--- src/rtl/clock_divider_pkg.sv ---
// Shared types and helpers for the multi-channel clock divider.
package clock_divider_pkg;

    // Widest divisor a channel write can carry; channels use the low WIDTH bits.
    localparam int CFG_DIV_W = 32;

    // One channel's write request as decoded by the top level.
    typedef struct packed {
        logic [CFG_DIV_W-1:0] div;
        logic                 valid;
    } chan_cfg_t;

    // Channel-select width: at least one bit even for a single channel.
    function automatic int CH_IDX_W(input int n);
        return (n <= 1) ? 1 : $clog2(n);
    endfunction

endpackage

--- src/rtl/clock_divider_channel.sv ---
// One divider channel: half-period counter, current/pending divisor and
// registered rise/fall strobes. Divisor changes land only on half-period
// boundaries so sclk never glitches.
module clock_divider_channel
    import clock_divider_pkg::*;
#(
    parameter int WIDTH     = 16,
    parameter int RESET_DIV = 1
) (
    input  logic      clk,
    input  logic      rst,
    input  chan_cfg_t wr_cfg,
    input  logic      sync,
    output logic      sclk,
    output logic      rise_tick,
    output logic      fall_tick,
    output logic      pending
);

    logic [WIDTH-1:0] cnt_q, cnt_d;
    logic [WIDTH-1:0] div_cur_q, div_cur_d;
    logic [WIDTH-1:0] div_pend_q, div_pend_d;
    logic             pend_v_q, pend_v_d;
    logic             sclk_q, sclk_d;
    logic             rise_q, rise_d;
    logic             fall_q, fall_d;

    logic [WIDTH-1:0] wr_div;
    logic             boundary;
    logic             defer_stop;

    assign wr_div = wr_cfg.div[WIDTH-1:0];

    // Bits above WIDTH are never meaningful for this channel.
    if (WIDTH < CFG_DIV_W) begin : g_div_hi
        logic unused_div_hi;
        assign unused_div_hi = |wr_cfg.div[CFG_DIV_W-1:WIDTH];
    end

    // Next-state: sync realigns, stopped channels adopt at once, running ones at boundaries.
    always_comb begin
        cnt_d      = cnt_q;
        div_cur_d  = div_cur_q;
        div_pend_d = div_pend_q;
        pend_v_d   = pend_v_q;
        sclk_d     = sclk_q;
        rise_d     = 1'b0;
        fall_d     = 1'b0;
        boundary   = (div_cur_q != '0) && (cnt_q == div_cur_q - WIDTH'(1));
        // A stop request reaching a rising boundary waits out the high phase
        // so the last pulse keeps its full width.
        defer_stop = pend_v_q && (div_pend_q == '0) && !sclk_q;

        if (sync) begin
            cnt_d  = '0;
            sclk_d = 1'b0;
            if (wr_cfg.valid) begin
                div_cur_d  = wr_div;
                div_pend_d = wr_div;
                pend_v_d   = 1'b0;
            end else if (pend_v_q) begin
                div_cur_d = div_pend_q;
                pend_v_d  = 1'b0;
            end
        end else begin
            if (div_cur_q == '0) begin
                cnt_d  = '0;
                sclk_d = 1'b0;
                if (pend_v_q) begin
                    div_cur_d = div_pend_q;
                    pend_v_d  = 1'b0;
                end
            end else if (boundary) begin
                cnt_d  = '0;
                sclk_d = !sclk_q;
                rise_d = !sclk_q;
                fall_d = sclk_q;
                if (pend_v_q && !defer_stop) begin
                    div_cur_d = div_pend_q;
                    pend_v_d  = 1'b0;
                end
            end else begin
                cnt_d = cnt_q + WIDTH'(1);
            end
            // A write in the same cycle lands after any adoption: it stays pending.
            if (wr_cfg.valid) begin
                div_pend_d = wr_div;
                pend_v_d   = 1'b1;
            end
        end
    end

    // State registers with synchronous reset.
    always_ff @(posedge clk) begin
        if (rst) begin
            cnt_q      <= '0;
            div_cur_q  <= WIDTH'(RESET_DIV);
            div_pend_q <= '0;
            pend_v_q   <= 1'b0;
            sclk_q     <= 1'b0;
            rise_q     <= 1'b0;
            fall_q     <= 1'b0;
        end else begin
            cnt_q      <= cnt_d;
            div_cur_q  <= div_cur_d;
            div_pend_q <= div_pend_d;
            pend_v_q   <= pend_v_d;
            sclk_q     <= sclk_d;
            rise_q     <= rise_d;
            fall_q     <= fall_d;
        end
    end

    assign sclk      = sclk_q;
    assign rise_tick = rise_q;
    assign fall_tick = fall_q;
    assign pending   = pend_v_q;

endmodule

--- src/rtl/clock_divider_multi.sv ---
// Multi-channel runtime-programmable clock divider. Holds no state of its own:
// it decodes the divisor write port and fans out to one channel per output.
//
// Write port: cfg_we is a one-cycle strobe with no ready; every strobe is
// accepted. cfg_sel values at or above CHANNELS address nothing and are dropped.
module clock_divider_multi
    import clock_divider_pkg::*;
#(
    parameter int CHANNELS  = 4,
    parameter int WIDTH     = 16,
    parameter int RESET_DIV = 1
) (
    input  logic                           clk,
    input  logic                           rst,
    input  logic                           cfg_we,
    input  logic [CH_IDX_W(CHANNELS)-1:0]  cfg_sel,
    input  logic [WIDTH-1:0]               cfg_div,
    input  logic                           sync,
    output logic [CHANNELS-1:0]            sclk,
    output logic [CHANNELS-1:0]            rise_tick,
    output logic [CHANNELS-1:0]            fall_tick,
    output logic [CHANNELS-1:0]            pending
);

    localparam int SEL_W = CH_IDX_W(CHANNELS);

    chan_cfg_t wr_cfg [CHANNELS];

    // Decode the write strobe into a per-channel request.
    always_comb begin
        for (int i = 0; i < CHANNELS; i++) begin
            wr_cfg[i].div   = CFG_DIV_W'(cfg_div);
            wr_cfg[i].valid = cfg_we && (cfg_sel == SEL_W'(i));
        end
    end

    for (genvar g = 0; g < CHANNELS; g++) begin : g_chan
        clock_divider_channel #(
            .WIDTH     (WIDTH),
            .RESET_DIV (RESET_DIV)
        ) u_chan (
            .clk       (clk),
            .rst       (rst),
            .wr_cfg    (wr_cfg[g]),
            .sync      (sync),
            .sclk      (sclk[g]),
            .rise_tick (rise_tick[g]),
            .fall_tick (fall_tick[g]),
            .pending   (pending[g])
        );
    end

endmodule

--- config.mk ---
export PLATFORM = sky130hd
export DESIGN_NAME = clock_divider_multi
export DESIGN_NICKNAME = d
export VERILOG_FILES = /design/src/rtl/clock_divider_pkg.sv /design/src/rtl/clock_divider_channel.sv /design/src/rtl/clock_divider_multi.sv
export SDC_FILE = /design/constraint.sdc
export NUM_CORES = 1
export LEC_CHECK = 0
export CELL_PAD_IN_SITES_DETAIL_PLACEMENT = 2
export CELL_PAD_IN_SITES_GLOBAL_PLACEMENT = 2
export CORE_ASPECT_RATIO = 1.4
export CORE_MARGIN = 10
export CORE_UTILIZATION = 38
export DETAILED_ROUTE_END_ITERATION = 8
export GPL_ROUTABILITY_DRIVEN = 1
export PLACE_DENSITY_LB_ADDON = 0.1
export SYNTH_ARGS = -nofsm -noshare
export SYNTH_HDL_FRONTEND = slang
export SYNTH_SLANG_ARGS = --single-unit
export TNS_END_PERCENT = 100
--- constraint.sdc ---
create_clock -name clk -period 4.3 [get_ports clk]
set_input_delay 0.43 -clock clk [delete_from_list [all_inputs] [get_ports clk]]
set_output_delay 0.43 -clock clk [all_outputs]
set_load 0.01 [all_outputs]
==> reports/metrics.csv <==
metric;value;unit
run_status;complete, no violations;
setup_viol;0;
die_w;174;um
grt_max_degree;76;
fin_crit;3.68;ns
grt_util_met1;22.8;%
rows;78;
antenna_found_initial;0;
drive_above_1_share;7.56;%
grt_usage;20.1;%
gpl.final_weighted_congestion;0.801;
hold_class;reg -> reg;
busiest_layer;met2;
ys_types;78;
grt_pass1_wl;68.2;mm
io_pins;38;
port_buffers;37;
synth_top_family_by_area;simple AND/OR/NAND/NOR gates;
vdd_drop_max;0.269;mV
final_nets;1548;
synthSimpleGateAreaFrac;23.9;%
yosysSeqAreaShare;33.2;%
slowest_stage;a311oi_4;
grtUsageMet3;1.92;%
power;5.13;mW
gr-usage-met2;38.4;%
first_global_vias;12309;
start_util;38.6;%
max_cap_viol_count;0;
placedCellCount;1931;
wl;41.9;mm
cts_sinks;208;
fin_skew;0.0101;ns
p_per_area;371;mW/mm^2
diodes;0;
path_class;reg -> reg;
cts_made_buffers;25;
synth_area_leaders;dfxtp_1, mux2i_1, nand2_1, nor2_1, xor2_1;
die_area;0.0408;sq mm
via_per_inst;5.76;
drtIter0Drc;411;
synth_cells;1570;
htreeDepth;1;
clockRootBuffer;clkbuf_16;
fillers;3696;
final-instance-count-excl-fill;1975;
vias;11367;
synth_ff_type;dfxtp_1;
path_common_cell;mux2i_1;
dp_hpwl;29.9;mm
drv_slew;0;
crit_path_max_incr_delay;0.91;ns
syn_area_per_cell;7.99;sq um
relSlewSlack;19.2;%
post-cts-setup-buffers;0;
finalCritPeriodShare;85.6;%
cp.required;4.77;ns
worst-path-buf-inv;2;
synth_compound_area_share;17.6;%
cpLargestDelayFamily;compound AO/OA/AOI/OAI gates;
final_hold_viol_count;0;
path_cells;inv_1, ha_1, or4b_1, o31ai_1, a32oi_1, mux2i_1, a2111oi_4, a311oi_4, buf_4, mux2i_1;
synth_async_sr_flop_share;0;%
synthXorXnorAreaFrac;8.97;%
holdBufCountCts;0;
ys_ff_latch;208;
p_leak;4.79;nW
insertion_delay;0.54;ns
arrival;4.15;ns
rsz0062_at_grt;false;
core_area;0.0325;sq mm
clk_path_buf_depth;3;
drc_errors;0;
final.setup.tns;0;ns
max_freq;0.272;GHz
mappedNetlistArea;0.0126;sq mm
yosys.area.top_type_share;33.2;%
cts_tree;done;
synth_top_area_cell;dfxtp_1;
worstMarginPinSlew;1.21;ns
globalRouteOverflowTotal;0;
cts_resized;0;
die_y;235;um
endpoint_kind;register;
muxShareOfSynthArea;10.0;%
synth_edf_count;0;
reg2reg_setup_slack;0.62;ns
synthAdderAreaFrac;0.798;%
wire_per_inst;21.2;um
syn_nets;1600;
cp-start-kind;register;
postRouteAntennaNets;0;
ys_warn_count;0;
synthToLayoutAreaGrowth;10.3;%
clkTransAtPathRegs;0.06;ns
crit_fanout;14;
dr.pass1.iters;4;
==> layout by cell type, fill, tap and decap left out, drive strengths merged, types with 23 or more instances in the layout <==
cell / instances
inv: 23
nor2: 157
nor4: 39
mux2: 32
a22oi: 45
xor2: 65
o21ai: 88
mux2i: 90
nand2: 205
xnor2: 61
nor2b: 33
nand3: 35
a21oi: 79
nor3: 29
dfxtp: 208
clkdlybuf4s50: 35
clkbuf: 32
==> registers in the layout, indices dropped and copies added, names as in the netlist <==
register                  cells
g_chan.u_chan.cnt_q          64
g_chan.u_chan.div_cur_q      64
g_chan.u_chan.div_pend_q     64
g_chan.u_chan.fall_tick       4
g_chan.u_chan.pending         4
g_chan.u_chan.rise_tick       4
g_chan.u_chan.sclk            4
==> per-layer routing <==
layer  vias up  wire length [um]
met5         -                 0
met1      5718             17300
met4         0              1230
met3        59               937
li1       5471                 -
met2       119             22400
==> through the flow <==
stage	hold slack [ns]	util [%]	worst slack [ns]	instance area [sq um]
6_report	0.483	42.6	0.618	13800
5_1_grt	0.516	42.6	0.285	13800
4_1_cts	0.476	42.6	0.572	13800
3_5_place_dp	0.470	40.0	0.582	13000
3_3_place_gp	0.464	40.0	0.736	13000
2_1_floorplan	0.440	-	1.05	12600
==> layout make-up <==
class / count / area, sq um / share of cell area [%]
flip-flops and latches: 208 / 4160 / 30.1
clock buffers: 32 / 692 / 5.00
inverters: 23 / 86.3 / 0.624
repair buffers: 57 / 513 / 3.71
multi-input cells: 1203 / 7690 / 55.6
clock inverters: 12 / 143 / 1.03
well taps: 440 / 551 / 3.98
==> cells by family after synthesis <==
kind of cell / after synthesis
compound gates: 326
simple gates: 620
xor+xnor: 127
buf+inv: 159
flops: 208
fa+ha+maj: 8
mux: 122
==> cell usage after synthesis, types with 11 or more instances <==
cell type,count
dfxtp_1,208
nand2_1,205
nor2_1,156
clkbuf_1,96
mux2i_1,90
o21ai_0,88
a21oi_1,78
xor2_1,65
xnor2_1,61
a22oi_1,45
nor4_1,38
nand3_1,35
nor2b_1,33
nor3_1,29
mux2_2,24
inv_1,23
nand4_1,22
and3_1,18
or3_1,18
buf_4,17
or4_1,17
o311a_1,14
a22o_1,13
buf_2,12
o211ai_1,11
==> path summary, 6_finish.rpt <==
kind | depth (start not counted) | start | to
max reg2reg | 10 | g_chan[0].u_chan.div_cur_q[0] | g_chan[0].u_chan.div_cur_q[2]
min reg2reg | 1 | g_chan[0].u_chan.cnt_q[0] | g_chan[0].u_chan.cnt_q[0]
max | 10 | g_chan[0].u_chan.div_cur_q[0] | g_chan[0].u_chan.div_cur_q[2]
min | 1 | g_chan[0].u_chan.cnt_q[0] | g_chan[0].u_chan.cnt_q[0]
==> power breakdown <==
group	internal (mW)	total (mW)	switching [mW]	leakage, nW
sequential	1.99	2.09	0.101	1.69
clock	1.31	2.19	0.885	0.407
combinational	0.337	0.850	0.513	2.70
==> worst register-to-register path: cells and delay by family, from the launching register on <==
kind	cells	cell delay (ns)
AO/OA/AOI/OAI	4	1.49
adder cells (fa/ha/maj)	1	0.25
buffers and inverters	2	0.37
flip-flops	1	0.39
multiplexers	2	0.50
AND/OR/NAND/NOR	1	0.60
Power figures use the tool's default switching activity.
==> edit 1, RTL diff (same settings) <==
Put a register stage on the output `rise_tick`. The value now appears one clock later. The other outputs are not delayed to match.
--- a/src/rtl/clock_divider_multi.sv
+++ b/src/rtl/clock_divider_multi.sv
@@ -24,6 +24,8 @@
 
     localparam int SEL_W = CH_IDX_W(CHANNELS);
 
+    logic [CHANNELS-1:0] rise_tick_d;
+
     chan_cfg_t wr_cfg [CHANNELS];
 
     // Decode the write strobe into a per-channel request.
@@ -44,11 +46,15 @@
             .wr_cfg    (wr_cfg[g]),
             .sync      (sync),
             .sclk      (sclk[g]),
-            .rise_tick (rise_tick[g]),
+            .rise_tick (rise_tick_d[g]),
             .fall_tick (fall_tick[g]),
             .pending   (pending[g])
         );
     end
 
+    always_ff @(posedge clk) begin
+        rise_tick <= rise_tick_d;
+    end
+
 endmodule
 
Behaviour: not the same (Yosys sat finds a counterexample within 4 cycles, from zero or initial values and one cycle with rst high).
==> edit 1 against the unedited design <==
- combinational power down 16%
- die area down 3.9%
- count of clock-buffer cells in the layout up 6
- worst setup slack worse by 0.081 ns
- power up 3.1%
- sequential cell count up 4
- cell area down 2.9%
- first-iteration DRC count up 15%
- wire length down 1.5%
- area after synthesis down 4.3%
- clock power up 11%
- critical endpoint is now g_chan[1].u_chan.cnt_q[10]$_SDFF_PP0_
- largest cell class unchanged
- largest power group unchanged
==> edit 1: results (changes against the unedited design) <==
status completed; first-pass GRT wire length 66.50 mm (-2.4%); register area share after synthesis 35.34% (+2.2 points); placed cells 1838 (-4.8%); via/cell ratio 5.859 (+1.8%); Lkg Pwr 0.004451 uW (-7.2%); Yosys warnings 0 (unchanged); Num CTS Buffers 26 (+4.0%); reg2reg setup slack 0.54 ns (-0.08 ns); DP HPWL 29.12 mm (-2.4%); Max VDD drop 0.2937 mV (+9.1%); initial antenna violation count 0 (unchanged); postcts setup bufs 0 (unchanged); slowest cell on the critical path nand3_1; GRT Util Overall 20.85% (+0.73 points); largest registers g_chan.u_chan.cnt_q: 64 flops, g_chan.u_chan.div_cur_q: 64 flops, g_chan.u_chan.div_pend_q: 64 flops; vias in the first global route 11953 (-2.9%); Critical Path AT 4.17 ns (+0.02 ns); Syn Nets 1534 (-4.1%); crit-path max cell delay 0.64 ns (-0.27 ns); gr ovfl total 0 (unchanged); routability cong. 0.8693 (+8.6%); vias 11050 (-2.8%); First-pass DRT Iterations 5 (+1); mean post-synth cell area 7.986 um^2 (-0.11%); top cells by count, synth dfxtp_1 (212), nand2_1 (177), nor2_1 (134); Max Clock Skew 0.01019 ns (+0.00009780 ns); drt first-iter violations 474 (+15%); largest net degree at the start of global routing 74 (-2.6%); Slew HR 25.89% (+6.7 points); maximum net fanout on the critical path 16 (+2); share of cells above drive strength 1 6.975% (-0.58 points)
-- edit 1: cell type report --
type	instances	area (um^2)
fillers	3551	17960
multi-input cells	1141	7116
flip-flops and latches	212	4244
clock buffers	38	787.0
repair buffers	62	550.5
well taps	395	494.2
clock inverters	10	150.1
inverters	28	105.1
-- edit 1: cell families (layout without fill, tap and decap cells) --
logic type	count (synthesis)	after routing	share of synthesized area (%)
flops	212	212	35.34
mux	73	73	6.105
buf+inv	151	138	5.511
fa+ha+maj	8	8	0.8335
xor+xnor	134	134	9.772
simple gates	594	594	24.66
compound gates	332	332	17.78
-- edit 1: through the flow --
stage	setup slack, ns	area (um^2)
after detailed placement	0.5565	12510
final	0.5371	13450
after global routing	0.1555	13450
after floorplan	1.143	12010
after CTS	0.4568	13450
after global placement	0.7749	12510
-- edit 1: metal layers --
metal  vias up  part of all wire [%]  global-route usage, %
li1       5302                     -                      -
met1      5570                    41                  23.53
met2       115                    53                  38.85
met3        63                   2.9                  2.511
met4         0                   3.3                  7.749
met5         -                     0                      0
-- edit 1: worst paths after layout --
check	start	end	cells past startpoint
setup / recovery	g_chan[1].u_chan.div_cur_q[0]$_SDFFE_PP1P_	g_chan[1].u_chan.cnt_q[10]$_SDFF_PP0_	10
hold / removal	g_chan[3].u_chan.rise_tick$_SDFF_PP0_	rise_tick[3]$_DFF_P_	0
setup reg to reg	g_chan[1].u_chan.div_cur_q[0]$_SDFFE_PP1P_	g_chan[1].u_chan.cnt_q[10]$_SDFF_PP0_	10
hold reg to reg	g_chan[3].u_chan.rise_tick$_SDFF_PP0_	rise_tick[3]$_DFF_P_	0
-- edit 1: critical path, delay by kind of cell (launching register included) --
family	cells	cell delay [ns]
AO/OA/AOI/OAI	1	0.42
adder cells (fa/ha/maj)	1	0.24
flip-flops	1	0.38
XOR/XNOR	1	0.20
buffers and inverters	1	0.11
AND/OR/NAND/NOR	6	2.25
-- edit 1: report_power, final --
| group | switching (uW) | leakage (uW) | internal (uW) |
|---|---|---|---|
| clock network | 921 | 0.000468 | 1500 |
| logic | 431 | 0.00226 | 285 |
| registers | 122 | 0.00173 | 2030 |
| total | 1470 | 0.00445 | 3820 |
==> edit 2, RTL diff (same settings) <==
Without the edit above. Change the parameter `CHANNELS` from 4 to 8.
--- a/src/rtl/clock_divider_multi.sv
+++ b/src/rtl/clock_divider_multi.sv
@@ -6,7 +6,7 @@
 module clock_divider_multi
     import clock_divider_pkg::*;
 #(
-    parameter int CHANNELS  = 4,
+    parameter int CHANNELS  = 8,
     parameter int WIDTH     = 16,
     parameter int RESET_DIV = 1
 ) (
Ports: changed (5 resized); port bits go from 38 to 55. No check against the original RTL was run, so the function may have changed too.
==> edit 2 against the unedited design <==
- sequential cell count rose by 208
- clock skew rose by 0.013 ns
- via count rose by 100%
- largest cell class unchanged
- area after synthesis rose by 99%
- wire length rose by 110%
- highest routed layer is now met5
- hold slack got worse by 0.18 ns
- power rose by 99%
- die area rose by 87%
- first-iteration DRC count rose to 2.6 times the old value
- worst setup slack got worse by 0.079 ns
- cell area rose by 99%
==> edit 2: results (changes against the unedited design) <==
Max VDD drop 0.3083 mV (+15%); via/cell ratio 5.850 (+1.7%); Seq/total area 30.29% (+0.21 points); final wirelength 89.08 mm (+110%); top cells by count, synth dfxtp_1 (416), nand2_1 (393), nor2_1 (318); clock power share 45.3% (+2.5 points); level count of the clock H-tree 2 (+1); First-pass DRT Iterations 6 (+2); Reg power frac 40.0% (-0.7 points); mean post-synth cell area 7.975 um^2 (-0.24%); FMAX 0.2659 GHz (-2.1%); multi-input combinational gate total 2394 (+99%); HP Start rst; worst skew pair latency 0.62 ns (+0.08 ns); FILL cells 7284 (+97%); delay-heaviest family, CP simple AND/OR/NAND/NOR gates; Num CTS Buffers 49 (+96%); Signal inverters 54 (+130%); drt first-iter violations 1079 (+160%); status completed; Pwr Density 372.2 mW/mm^2 (+0.36%); met1 Usage GRT 25.88% (+3.1 points); Hold Path Depth 2 (+1); port bufs 54 (+46%); clkbuf count 64 (+100%); worst r2r src g_chan[1].u_chan.div_cur_q[1]$_SDFFE_PP0P_; DP Worst Slack 0.5626 ns (-0.01954 ns); routability cong. 0.8434 (+5.4%); Max Clock Skew 0.02281 ns (+0.01272 ns); slowest cell on the critical path or4b_2
-- edit 2: cell types whose count changed in the layout (fill, tap and decap cells not counted), sizes merged, moves of 54 or more --
cell	before	now
o21ai	88	152
xnor2	61	141
mux2i	90	159
nor2	157	318
dfxtp	208	416
xor2	65	128
nor3	29	86
nand2	205	393
a21oi	79	158
a22oi	45	99
-- edit 2: metrics by stage --
step	power, uW	hold slack (ns)
6_report	10230	0.2984
5_1_grt	10670	0.3555
4_1_cts	10360	0.3252
3_5_place_dp	5669	0.4834
3_3_place_gp	5604	0.4656
2_1_floorplan	5201	0.4437
-- edit 2: cells by family after synthesis --
group | count (synthesis) | synth area share [%]
xor+xnor | 269 | 9.457
mux | 236 | 10.05
fa+ha+maj | 16 | 0.8035
buf+inv | 314 | 5.635
flops | 416 | 33.43
compound gates | 613 | 16.02
simple gates | 1260 | 24.61
-- edit 2: routing by layer --
layer / wire length (um) / vias up
met5: 13 / -
met1: 37370 / 11649
met4: 3047 / 2
li1: - / 10793
met3: 2486 / 146
met2: 46160 / 262
